File: config.mk
export PLATFORM = sky130hd
export DESIGN_NAME = stream_feeder
export DESIGN_NICKNAME = d
export VERILOG_FILES = /design/src/rtl/stream_feeder.sv
export SDC_FILE = /design/constraint.sdc
export NUM_CORES = 1
export LEC_CHECK = 0
export ABC_AREA = 1
export CORE_MARGIN = 10
export CORE_UTILIZATION = 61
export CTS_BUF_LIST = sky130_fd_sc_hd__clkbuf_4 sky130_fd_sc_hd__clkbuf_8
export DETAILED_ROUTE_END_ITERATION = 7
export GPL_ROUTABILITY_DRIVEN = 0
export MAX_ROUTING_LAYER = met4
export PLACE_DENSITY = 0.87
export SYNTH_ARGS = -nofsm -noshare
export SYNTH_HDL_FRONTEND = slang
export SYNTH_SLANG_ARGS = --single-unit
export TNS_END_PERCENT = 50
File: constraint.sdc
create_clock -name clk -period 1.8 [get_ports clk]
set_input_delay 0.18 -clock clk [delete_from_list [all_inputs] [get_ports clk]]
set_output_delay 0.18 -clock clk [all_outputs]
set_load 0.02 [all_outputs]
File: src/rtl/stream_feeder.sv
// Transmit-side operand source for one systolic array row/column: buffers a
// DEPTH-word vector and, after START_DELAY idle cycles, streams it out once per start.
module stream_feeder #(
    parameter int WIDTH       = 32,
    parameter int DEPTH       = 4,
    parameter int START_DELAY = 0
) (
    input  logic                     clk,
    input  logic                     rst,
    input  logic                     wr_en,
    input  logic [$clog2(DEPTH)-1:0] wr_addr,
    input  logic [WIDTH-1:0]         wr_data,
    input  logic                     start,
    output logic                     out_data_valid,
    output logic [WIDTH-1:0]         out_data,
    output logic                     out_last,
    output logic                     busy,
    output logic                     done
);

    localparam int               AW       = $clog2(DEPTH);
    localparam logic [AW:0]      DEPTH_L  = (AW+1)'(DEPTH);
    localparam logic [AW-1:0]    LAST_IDX = AW'(DEPTH - 1);
    localparam logic [7:0]       DLY_M1   = (START_DELAY > 0) ? 8'(START_DELAY - 1) : 8'd0;

    typedef enum logic [1:0] {IDLE, DELAY, STREAM, DONE} state_t;

    state_t            state_q, state_d;
    logic [AW-1:0]     idx_q, idx_d;
    logic [7:0]        cnt_q, cnt_d;
    logic              valid_q, valid_d;
    logic [WIDTH-1:0]  data_q, data_d;
    logic              last_q, last_d;
    logic              busy_q, busy_d;
    logic              done_q, done_d;
    logic [WIDTH-1:0]  buf_q [DEPTH];
    logic              wr_ok;

    // Buffer only changes while fully idle, so a stream always sees a stable vector.
    assign wr_ok = wr_en && (state_q == IDLE) && !start && ({1'b0, wr_addr} < DEPTH_L);

    always_ff @(posedge clk or negedge rst) begin
        if (!rst) begin
            for (int i = 0; i < DEPTH; i++) begin
                buf_q[i] <= '0;
            end
        end else if (wr_ok) begin
            buf_q[wr_addr] <= wr_data;
        end
    end

    always_ff @(posedge clk or negedge rst) begin
        if (!rst) begin
            state_q <= IDLE;
            idx_q   <= '0;
            cnt_q   <= '0;
            valid_q <= 1'b0;
            data_q  <= '0;
            last_q  <= 1'b0;
            busy_q  <= 1'b0;
            done_q  <= 1'b0;
        end else begin
            state_q <= state_d;
            idx_q   <= idx_d;
            cnt_q   <= cnt_d;
            valid_q <= valid_d;
            data_q  <= data_d;
            last_q  <= last_d;
            busy_q  <= busy_d;
            done_q  <= done_d;
        end
    end

    // Next-state logic computes the outputs for the following cycle, so every output is a flop.
    always_comb begin
        state_d = state_q;
        idx_d   = idx_q;
        cnt_d   = cnt_q;
        valid_d = 1'b0;
        data_d  = '0;
        last_d  = 1'b0;
        busy_d  = 1'b0;
        done_d  = 1'b0;
        case (state_q)
            IDLE: begin
                if (start) begin
                    busy_d = 1'b1;
                    if (START_DELAY == 0) begin
                        state_d = STREAM;
                        valid_d = 1'b1;
                        data_d  = buf_q[0];
                        idx_d   = AW'(1);
                    end else begin
                        state_d = DELAY;
                        cnt_d   = DLY_M1;
                    end
                end
            end
            DELAY: begin
                busy_d = 1'b1;
                if (cnt_q == 8'd0) begin
                    state_d = STREAM;
                    valid_d = 1'b1;
                    data_d  = buf_q[0];
                    idx_d   = AW'(1);
                end else begin
                    cnt_d = cnt_q - 8'd1;
                end
            end
            STREAM: begin
                busy_d = 1'b1;
                if (last_q) begin
                    state_d = DONE;
                    done_d  = 1'b1;
                    idx_d   = '0;
                end else begin
                    valid_d = 1'b1;
                    data_d  = buf_q[idx_q];
                    last_d  = (idx_q == LAST_IDX);
                    idx_d   = idx_q + AW'(1);
                end
            end
            DONE: begin
                state_d = IDLE;
            end
            default: begin
                state_d = IDLE;
            end
        endcase
    end

    assign out_data_valid = valid_q;
    assign out_data       = data_q;
    assign out_last       = last_q;
    assign busy           = busy_q;
    assign done           = done_q;

endmodule

Word level (Yosys, flattened, before mapping)
Index checks and enable logic that the tools add are counted.

Register bits: 176. Bits of input ports: 38. Output and inout port bits: 36. Word-level logic and storage cells: 65.

Add/subtract/negate cells: 2. Order comparisons: 3. Eq/ne operators: 7. Multiplexer cells: 27. Bitwise operators: 3. Reductions and logical operators: 11.

Operators with widths (number): $mux W32 (6); $bwmux W128 (1); $pmux W32 S3 (1); $bmux W32 S2 (1); $demux W32 S2 (1); $mux W2 (6); $logic_not A8 Y1 (1); $pmux W2 S4 (1); $sub A8 B1 Y8 const B (1); $mux W1 (7); $eq A2 B2 Y1 const B (3); $ge A3 B3 Y1 const B (2); $ne A2 B2 Y1 const B (3); $not A2 Y3 (2); $pmux W2 S3 (1); $reduce_and A3 Y1 (2); $logic_and A1 B1 Y1 (3); $lt A3 B1 Y1 const B (1); $pmux W1 S3 (1); $reduce_bool A3 Y1 (1); $add A2 B1 Y2 const B (1); $eq A2 B1 Y1 const B (1); $logic_not A2 Y1 (1); $pmux W1 S2 (1); other kinds (4) (4).

Logic depth before layout (Yosys ltp)
Gate-level depths: netlist (run 1).

Word-level depth: 6. Gate-level depth with buffers: 9. Gate-level depth less buffers: 8.

Least setup slack after synthesis (run 1)
Ideal clock, no wire load.

Path kind: register to register. Start: register state_q[0]. End: register buf_q[11] (netlist name). Library setup time: 0.119 ns. Arrival: 1.440 ns. Data required time: 1.681 ns. Path slack: 0.241 ns. Cell stages (with the launch flop): 10. Buffers on the path: 2. Clock period less this slack: 1.559 ns. Cells stage by stage: dfrtp_1 -> inv_1 -> ha_1 -> buf_4 -> nand2_4 -> nor2_8 -> nand3_4 -> buf_2 -> nand2_1 -> o21ai_2.

Cells in the longest elaborated chain, start to end: 3.

RTL lines: from (decl) (line 28) `state_t state_q, state_d;`; from (signal assigned) (line 63) `state_q <= state_d;`; $logic_not A2 Y1 (line 40) `assign wr_ok = wr_en && (state_q == IDLE) && !start && ({1'b0, wr_addr} < DEPTH_L);`; $logic_and A1 B1 Y1 (2 in series) (line 40); to (signal, indexed assignment) (line 48) `buf_q[wr_addr] <= wr_data;`; to (decl) (line 36) `logic [WIDTH-1:0] buf_q [DEPTH];`.

Every way passes these cells. A chain may end at the register's enable or synchronous reset.

Worst setup path in the final report (run 1)
Start: register state_q[1]. End: register data_q[31] (netlist: out_data[31]).

Cells in the longest elaborated chain, start to end: 2. Elaborated cells between the ends (all ways): 4. Classes of those cells: 2 x eq/ne; 1 x mux; 1 x reduce/logical.

RTL lines: $eq A2 B2 Y1 (tied with other cells) (line 84) `case (state_q)`; $pmux W32 S3 (*) (line 84); via data_d[31] (line 32) `logic [WIDTH-1:0] data_q, data_d;`; to (signal assigned) (line 67) `data_q <= data_d;`; to (decl) (line 32).

The timed path passes the listed nets; every way through them passes the cells marked *.

==> impl_summary.txt, run 1 <==
----------------------------------------------------
[CTS]
  Max clock buf depth ... 2
  CTS tree ... yes
  Clock sink count ... around 180
  CTS HTree Levels ... 4
  Number of buffers created by CTS ... 17
  Root buffer cell ... sky130_fd_sc_hd__clkbuf_8
  Clock latency on the worst-skew pair ... 470 ps
  # Post-CTS Setup Buffers ... 0
  Clock slew at reported path FFs ... 90 ps

[Final layout]
  Final core utilization ... 71.4%
  Layout Nets ... around 1300
  Area grow syn2layout ... 13.9%
  Antenna fix cells ... 0
  Fraction of layout cells with a size suffix above 1 ... 8.65%
  Area used by sequential logic in the layout ... 4410 um2
  Filler Cell Count ... 1098
  Total area of multi-input combinational cells ... 3430 um2

[Drt]
  Total vias in the final route ... 7704
  Number of search-and-repair iterations in the first detailed-routing pass ... 6
  Via density ... 5.38
  Wire length per cell after detailed routing ... 15.0 um
  Post-route ant nets ... 0
  Final wirelength ... 21500 um
  Initial detailed-routing violation count ... 732
  Drt drc ... 0

[STA]
  Minimum clock period ... 1720 ps
  Transition time of the tightest slew-check pin ... 473 ps
  Setup clock skew after layout ... 10.7 ps
  Slew HR ... 68.5%
  Setup TNS ... 0 ps
  Highest attainable clock frequency ... 582 MHz
  Crit share post-route ... between 90% and 100%
  Final setup fails ... 0
  Max-slew violation total from the final report ... 0
  Number of failing hold endpoints at the final stage ... 0
  Hold WS ... approximately 160 ps

[Worst setup path]
  Startpoint class of the critical path ... register
  Biggest cell delay along the critical path ... approximately 460 ps
  Biggest fanout along the worst timing path ... 25
  Cell type of the slowest stage on the worst timing path ... sky130_fd_sc_hd__dfrtp_1
  Data required time of the worst path ... 2210 ps
  Type of the setup path with the least slack ... reg2reg
  Arrival time at the worst endpoint ... 2130 ps
  Critical path cell sequence ... inv_1, ha_1, buf_4, nand3_1, nand3_1, nand2_1, inv_1
  Worst Path Buf+Inv ... 3
  Family with the most delay on the worst path ... buffers and inverters
  CP endpoint kind ... register
  Stages on the worst setup path ... 7
  Cell count of the worst reg-to-reg path ... 7

[Floorplanning]
  Number of placement rows ... 44
  Core Region ... 14600 um2
  Die outline height ... 143 um
  Full die area ... 20400 um2
  Initial standard-cell utilization of the core ... 62.7%
  Number of top-level pins ... 74
  X dimension of the die ... 143 um

[Synthesis]
  Average cell area after synthesis ... 7.80 um2
  Sequential area share after synthesis ... 48.0%
  Leading cell types by count after synthesis ... sky130_fd_sc_hd__nand2_1, sky130_fd_sc_hd__inv_1, sky130_fd_sc_hd__dfrtp_1
  Predominant post-synthesis flop cell ... sky130_fd_sc_hd__dfrtp_1
  Cell accounting for the most synthesized area ... sky130_fd_sc_hd__dfrtp_1
  Yosys reg bits ... 176
  Net Count, Synth ... 1225
  Most frequently used cell type in the post-synthesis netlist ... sky130_fd_sc_hd__nand2_1
  Distinct cell type count after synthesis ... 29
  Synthesized area ... between 9000 and 10000 um2
  Gate count after technology mapping ... 1178
  Async S/R FF share, synth ... 100%
  Largest cells by area after synthesis ... sky130_fd_sc_hd__dfrtp_1, sky130_fd_sc_hd__nand2_1, sky130_fd_sc_hd__nand3_1, sky130_fd_sc_hd__inv_1, sky130_fd_sc_hd__o21ai_1
  Area fraction of the dominant cell type after synthesis ... ~48%
  Post-synth EDFFs ... 0
  Yosys Warn Count ... 0

[GRT]
  Total track usage ... 22.6%
  Wire length of the first global-routing pass ... 36200 um
  Sum of overflow across all layers after global routing ... 0
  Largest net degree at the start of global routing ... 65
  Antenna violations before repair ... 0
  Number of global-route vias before repair ... 7480

[Power and ir drop]
  Relative contribution of sequential cells to total power ... 38.2%
  Power density over cell area ... approximately 1600 nW/um2
  Cell-internal power ... roughly 0.0097 W
  Combinational power share ... 44.5%
  Peak VDD IR ... 808 uV
  Sw Ratio ... 41.4%
  Lkg Pwr ... around 5.6 nW
  Part of the total power dissipated in the clock network ... between 15 and 20%
  Net switching power of the design ... 0.00686 W

[Run status]
  Status ... finished, final reports clean

[Job]
  Max capacitance violation total ... 0

[Min path]
  Class of the worst hold path ... in2async

[Placed design]
  Buffers added on ports ... 73
  Detailed-placement wirelength estimate ... 13400 um

----------------------------------------------------
==> path summary, 6_finish.rpt <==
| kind | start | end | slack [ps] |
|---|---|---|---|
| max in group asynchronous | rst | buf_q[20] | 1050 |
| worst min-delay path | rst | buf_q[7] | 160 |
| min in group clk | wr_data[8] | buf_q[104] | 330 |
| worst max-delay path | state_q[1] | out_data[31] | 80 |
| worst min register to register | buf_q[11] | buf_q[11] | 490 |
| worst max register to register | state_q[1] | out_data[31] | 80 |
==> cell usage in the layout, fill, tap and decap left out <==
master                            instances
sky130_fd_sc_hd__clkinv_2                 2
sky130_fd_sc_hd__inv_6                    3
sky130_fd_sc_hd__buf_4                   16
sky130_fd_sc_hd__inv_1                  212
sky130_fd_sc_hd__nor2_8                   1
sky130_fd_sc_hd__o21ai_4                  1
sky130_fd_sc_hd__clkdlybuf4s50_1         71
sky130_fd_sc_hd__nand2_2                  1
sky130_fd_sc_hd__inv_2                    3
sky130_fd_sc_hd__xnor2_1                  1
sky130_fd_sc_hd__nand2_1                377
sky130_fd_sc_hd__ha_4                     1
sky130_fd_sc_hd__nor2_4                   2
sky130_fd_sc_hd__ha_1                     8
sky130_fd_sc_hd__o21ai_2                 26
sky130_fd_sc_hd__xor2_1                   5
sky130_fd_sc_hd__buf_12                  14
sky130_fd_sc_hd__nand3_4                  4
sky130_fd_sc_hd__buf_6                    2
sky130_fd_sc_hd__clkinvlp_4               5
sky130_fd_sc_hd__dlygate4sd3_1            1
sky130_fd_sc_hd__buf_8                    1
sky130_fd_sc_hd__a21oi_1                  1
sky130_fd_sc_hd__nand4_1                  5
sky130_fd_sc_hd__dfrtp_2                  1
sky130_fd_sc_hd__clkbuf_8                17
sky130_fd_sc_hd__dfrtp_1                175
sky130_fd_sc_hd__o21ai_0                  7
sky130_fd_sc_hd__o21ai_1                102
sky130_fd_sc_hd__nor2_2                   1
sky130_fd_sc_hd__or2_2                    1
sky130_fd_sc_hd__bufinv_16                3
sky130_fd_sc_hd__nor2_1                   9
sky130_fd_sc_hd__clkinv_4                 1
sky130_fd_sc_hd__nand3_1                166
sky130_fd_sc_hd__nand2_4                  1
sky130_fd_sc_hd__inv_8                    1
sky130_fd_sc_hd__dlymetal6s2s_1           1
==> stage by stage <==
stage               worst slack (ps)  area [um2]  std cells  total power (W)
global route                   -2.09       10500       1433           0.0179
finish                          81.3       10500       1433           0.0166
CTS                             47.2       10400       1433           0.0165
global placement                67.8        9990       1400           0.0133
detailed placement              20.3        9990       1400           0.0136
floorplan                        241        9180       1178           0.0115
==> registers in the layout (all words and copies together) (netlist names) <==
register	flops
state_q	2
buf_q	128
out_data_valid	1
out_data	32
cnt_q	8
busy	1
idx_q	2
out_last	1
done	1
==> repair_timing <==
item                       in CTS  in global routing
hold buffers                    1                  0
gates resized for setup         2                  8
setup endpoints to repair       8                 43
hold endpoints to repair      176                  0
==> area by class of cell <==
| type | instances | area share (%) |
|---|---|---|
| Clock buffer | 17 | 2.24 |
| Tap cell | 184 | 2.20 |
| Multi-Input combinational cell | 720 | 32.8 |
| Sequential cell | 176 | 42.1 |
| Inverter | 215 | 7.72 |
| Timing Repair Buffer | 106 | 11.2 |
| Clock inverter | 15 | 1.76 |
==> cells by family (layout without fill, tap and decap cells) <==
family                     after synthesis  in the layout  share of synthesized area, %
AOI/OAI and AO/OA                      137            137                          8.57
xor gates and xnor gates                 6              6                         0.572
DFF                                    176            176                          48.0
and+or+nand+nor                        568            568                          26.7
adders and majority gates                9              9                          1.23
buffers and inverters                  282            353                          15.0
==> power groups by stage <==
stage / combinational, W / sequential [W] / clock, W
6_report: 0.00738 / 0.00634 / 0.00287
5_1_grt: 0.00833 / 0.00652 / 0.00306
4_1_cts: 0.00732 / 0.00632 / 0.00290
3_5_place_dp: 0.00718 / 0.00638 / 0
3_3_place_gp: 0.00694 / 0.00632 / 0
2_1_floorplan: 0.00500 / 0.00647 / 0
==> layer usage <==
| metal | wire, um | share of wire (%) | GRT usage, % | up-vias |
|---|---|---|---|---|
| li1 | - | - | - | 3740 |
| met3 | 1520 | 7.1 | 3.71 | 63 |
| met4 | 686 | 3.2 | 11.2 | 0 |
| met5 | 0 | 0 | - | - |
| met1 | 8640 | 40 | 26.7 | 3578 |
| met2 | 10600 | 49 | 36.8 | 323 |
(Power assumes the default switching activity.)
==> run 2: changes to the inputs <==
- HOLD_SLACK_MARGIN: not set -> 0.1
- TNS_END_PERCENT: 50 -> 5
==> run 2 against run 1 <==
Via count decreased by 0.12%. Clock power barely moved. Cell area about the same. Cell count stayed put. Die area unchanged. Power about the same. Register-to-register slack better by 30 ps. Fmax fell by 3.2%. Utilization barely moved. Clock skew decreased by 1.2 ps. Critical endpoint is now out_last.
==> impl_summary.txt, run 2 (synthesized netlist as in run 1, its figures left out) <==
----------------------------------------------------
[Run status]
  Status ... finished, final reports clean (unchanged)

[Drt]
  Number of search-and-repair iterations in the first detailed-routing pass ... 6 (unchanged)
  Via density ... 5.37 (was 5.38)
  Final wirelength ... 21500 um (about the same)
  Wire length per cell after detailed routing ... 15.0 um (about the same)
  Post-route ant nets ... 0 (unchanged)
  Total vias in the final route ... 7695 (was 7704)
  Initial detailed-routing violation count ... 700 (was 732)
  Drt drc ... 0 (unchanged)

[STA]
  Final setup fails ... 0 (unchanged)
  Slew HR ... 68.6% (was 68.5%)
  Setup clock skew after layout ... 9.57 ps (was 10.7 ps)
  Highest attainable clock frequency ... 563 MHz (was 582 MHz)
  Transition time of the tightest slew-check pin ... 472 ps (was 473 ps)
  Setup repair after global routing missed its margin ... true
  Crit share post-route ... 98.7% (was 95.5%)
  Max-slew violation total from the final report ... 0 (unchanged)
  Setup TNS ... 0 ps (unchanged)
  Minimum clock period ... 1780 ps (was 1720 ps)
  Number of failing hold endpoints at the final stage ... 0 (unchanged)

[Placed design]
  Number of placed instances, taps included ... 1400 (unchanged)
  Detailed-placement wirelength estimate ... 13400 um (unchanged)
  Buffers added on ports ... 73 (unchanged)
  Cell area after placement ... 9990 um2 (unchanged)

[Floorplanning]
  X dimension of the die ... 143 um (unchanged)
  Initial standard-cell utilization of the core ... 62.7% (unchanged)
  Full die area ... 20400 um2 (unchanged)
  Number of placement rows ... 44 (unchanged)
  Number of top-level pins ... 74 (unchanged)
  Die outline height ... 143 um (unchanged)
  Core Region ... 14600 um2 (unchanged)

[GRT]
  Wire length of the first global-routing pass ... 36200 um (unchanged)
  Antenna violations before repair ... 0 (unchanged)
  Total track usage ... 22.6% (unchanged)
  Sum of overflow across all layers after global routing ... 0 (unchanged)
  Number of global-route vias before repair ... 7480 (unchanged)
  Largest net degree at the start of global routing ... 65 (unchanged)

[Worst setup path]
  Cell type of the slowest stage on the worst timing path ... sky130_fd_sc_hd__clkdlybuf4s50_1 (was sky130_fd_sc_hd__dfrtp_1)
  Register-to-register setup slack ... 110 ps (was 80 ps)
  Startpoint of the worst register-to-register path ... state_q[1] (unchanged)
  Biggest cell delay along the critical path ... 670 ps (was 460 ps)
  Worst Path Buf+Inv ... 1 (was 3)
  Data required time of the worst path ... 1620 ps (was 2210 ps)
  Biggest fanout along the worst timing path ... 4 (was 25)
  CP endpoint kind ... output pin (was register)
  Startpoint class of the critical path ... register (unchanged)
  Capture instance of the worst register-to-register path ... out_data[31] (unchanged)
  Cell count of the worst reg-to-reg path ... 7 (unchanged)
  Critical path cell sequence ... clkdlybuf4s50_1 (was inv_1, ha_1, buf_4, nand3_1, nand3_1, nand2_1, inv_1)
  Arrival time at the worst endpoint ... 1600 ps (was 2130 ps)
  Type of the setup path with the least slack ... reg2out (was reg2reg)
  Family with the most delay on the worst path ... buffers and inverters (unchanged)

[Final layout]
  Layout Nets ... 1283 (unchanged)
  Register bank with the most flops ... buf_q (unchanged)
  Antenna fix cells ... 0 (unchanged)
  Most common library cell in the layout ignoring fill and taps ... sky130_fd_sc_hd__nand2_1 (unchanged)
  Final non-filler cell total ... 1433 (unchanged)
  Largest register FFs ... 128 (unchanged)
  Area grow syn2layout ... 13.8% (was 13.9%)
  Commonest cells after routing, fill and taps aside ... sky130_fd_sc_hd__nand2_1, sky130_fd_sc_hd__inv_1, sky130_fd_sc_hd__dfrtp_1 (unchanged)
  Final core utilization ... 71.4% (about the same)
  Fraction of layout cells with a size suffix above 1 ... 8.65% (unchanged)
  Finished layout cell area ... 10500 um2 (about the same)

[Power and ir drop]
  Peak VDD IR ... 802 uV (was 808 uV)
  Power density over cell area ... 1590 nW/um2 (about the same)
  Lkg Pwr ... 5.61 nW (was 5.63 nW)

[Job]
  Max capacitance violation total ... 0 (unchanged)

[CTS]
  Number of buffers created by CTS ... 17 (unchanged)
  CTS HTree Levels ... 4 (unchanged)
  Clock slew at reported path FFs ... 90 ps (about the same)
  Clock latency on the worst-skew pair ... 480 ps (was 470 ps)
  CTS tree ... yes (unchanged)
  Clock sink count ... 176 (unchanged)
  Max clock buf depth ... 2 (unchanged)
  Root buffer cell ... sky130_fd_sc_hd__clkbuf_8 (unchanged)

[Min path]
  Class of the worst hold path ... in2async (unchanged)

----------------------------------------------------
## run 2: layout make-up
class                   count  area, um2
repair buffers            106       1170
clock inverters            15        184
inverters                 215        807
flip-flops and latches    176       4410
clock buffers              17        234
fillers                  1099       4190
well taps                 184        230
multi-input cells         720       3430
## run 2: routing by layer
metal  up-vias  share of wire (%)  track usage, %  routed length (um)
met1      3560                 40            26.7                8650
met4         0                3.1            11.2                 673
li1       3735                  -               -                   -
met5         -                  0               -                   0
met2       333                 50            36.8               10700
met3        67                6.9            3.71                1480
## run 2: stage by stage
step	setup WS, ps	hold slack, ps	power (W)
finish	24.0	152	0.0166
global route	-8.80	178	0.0179
CTS	47.2	151	0.0165
detailed placement	20.3	91.5	0.0136
global placement	67.8	92.6	0.0133
floorplan	241	-116	0.0115
## run 2: power breakdown
group          total (W)  internal [W]  switching (W)
combinational    0.00738       0.00291        0.00448
clock            0.00288       0.00139        0.00149
sequential       0.00634       0.00543       0.000909
total             0.0166       0.00973        0.00687
## run 2: worst max-delay path by stage
stage	from	endpoint	slack (ps)	depth (start not counted)
finish	out_last	out_last	20	1
floorplan	state_q[0]	buf_q[11]	240	9
global route	out_last	out_last	-9	1
CTS	cnt_q[0]	state_q[0]	50	7
global placement	state_q[1]	out_data[31]	70	8
detailed placement	state_q[0]	out_data[2]	20	8
## run 2: timing repair
| item | 4_1_cts | 5_1_grt |
|---|---|---|
| setup endpoints to repair | 8 | 43 |
| gates resized for setup | 2 | 7 |
| hold endpoints to repair | 176 | 0 |
| buffers inserted | 0 | 0 |
| hold buffers | 1 | 0 |
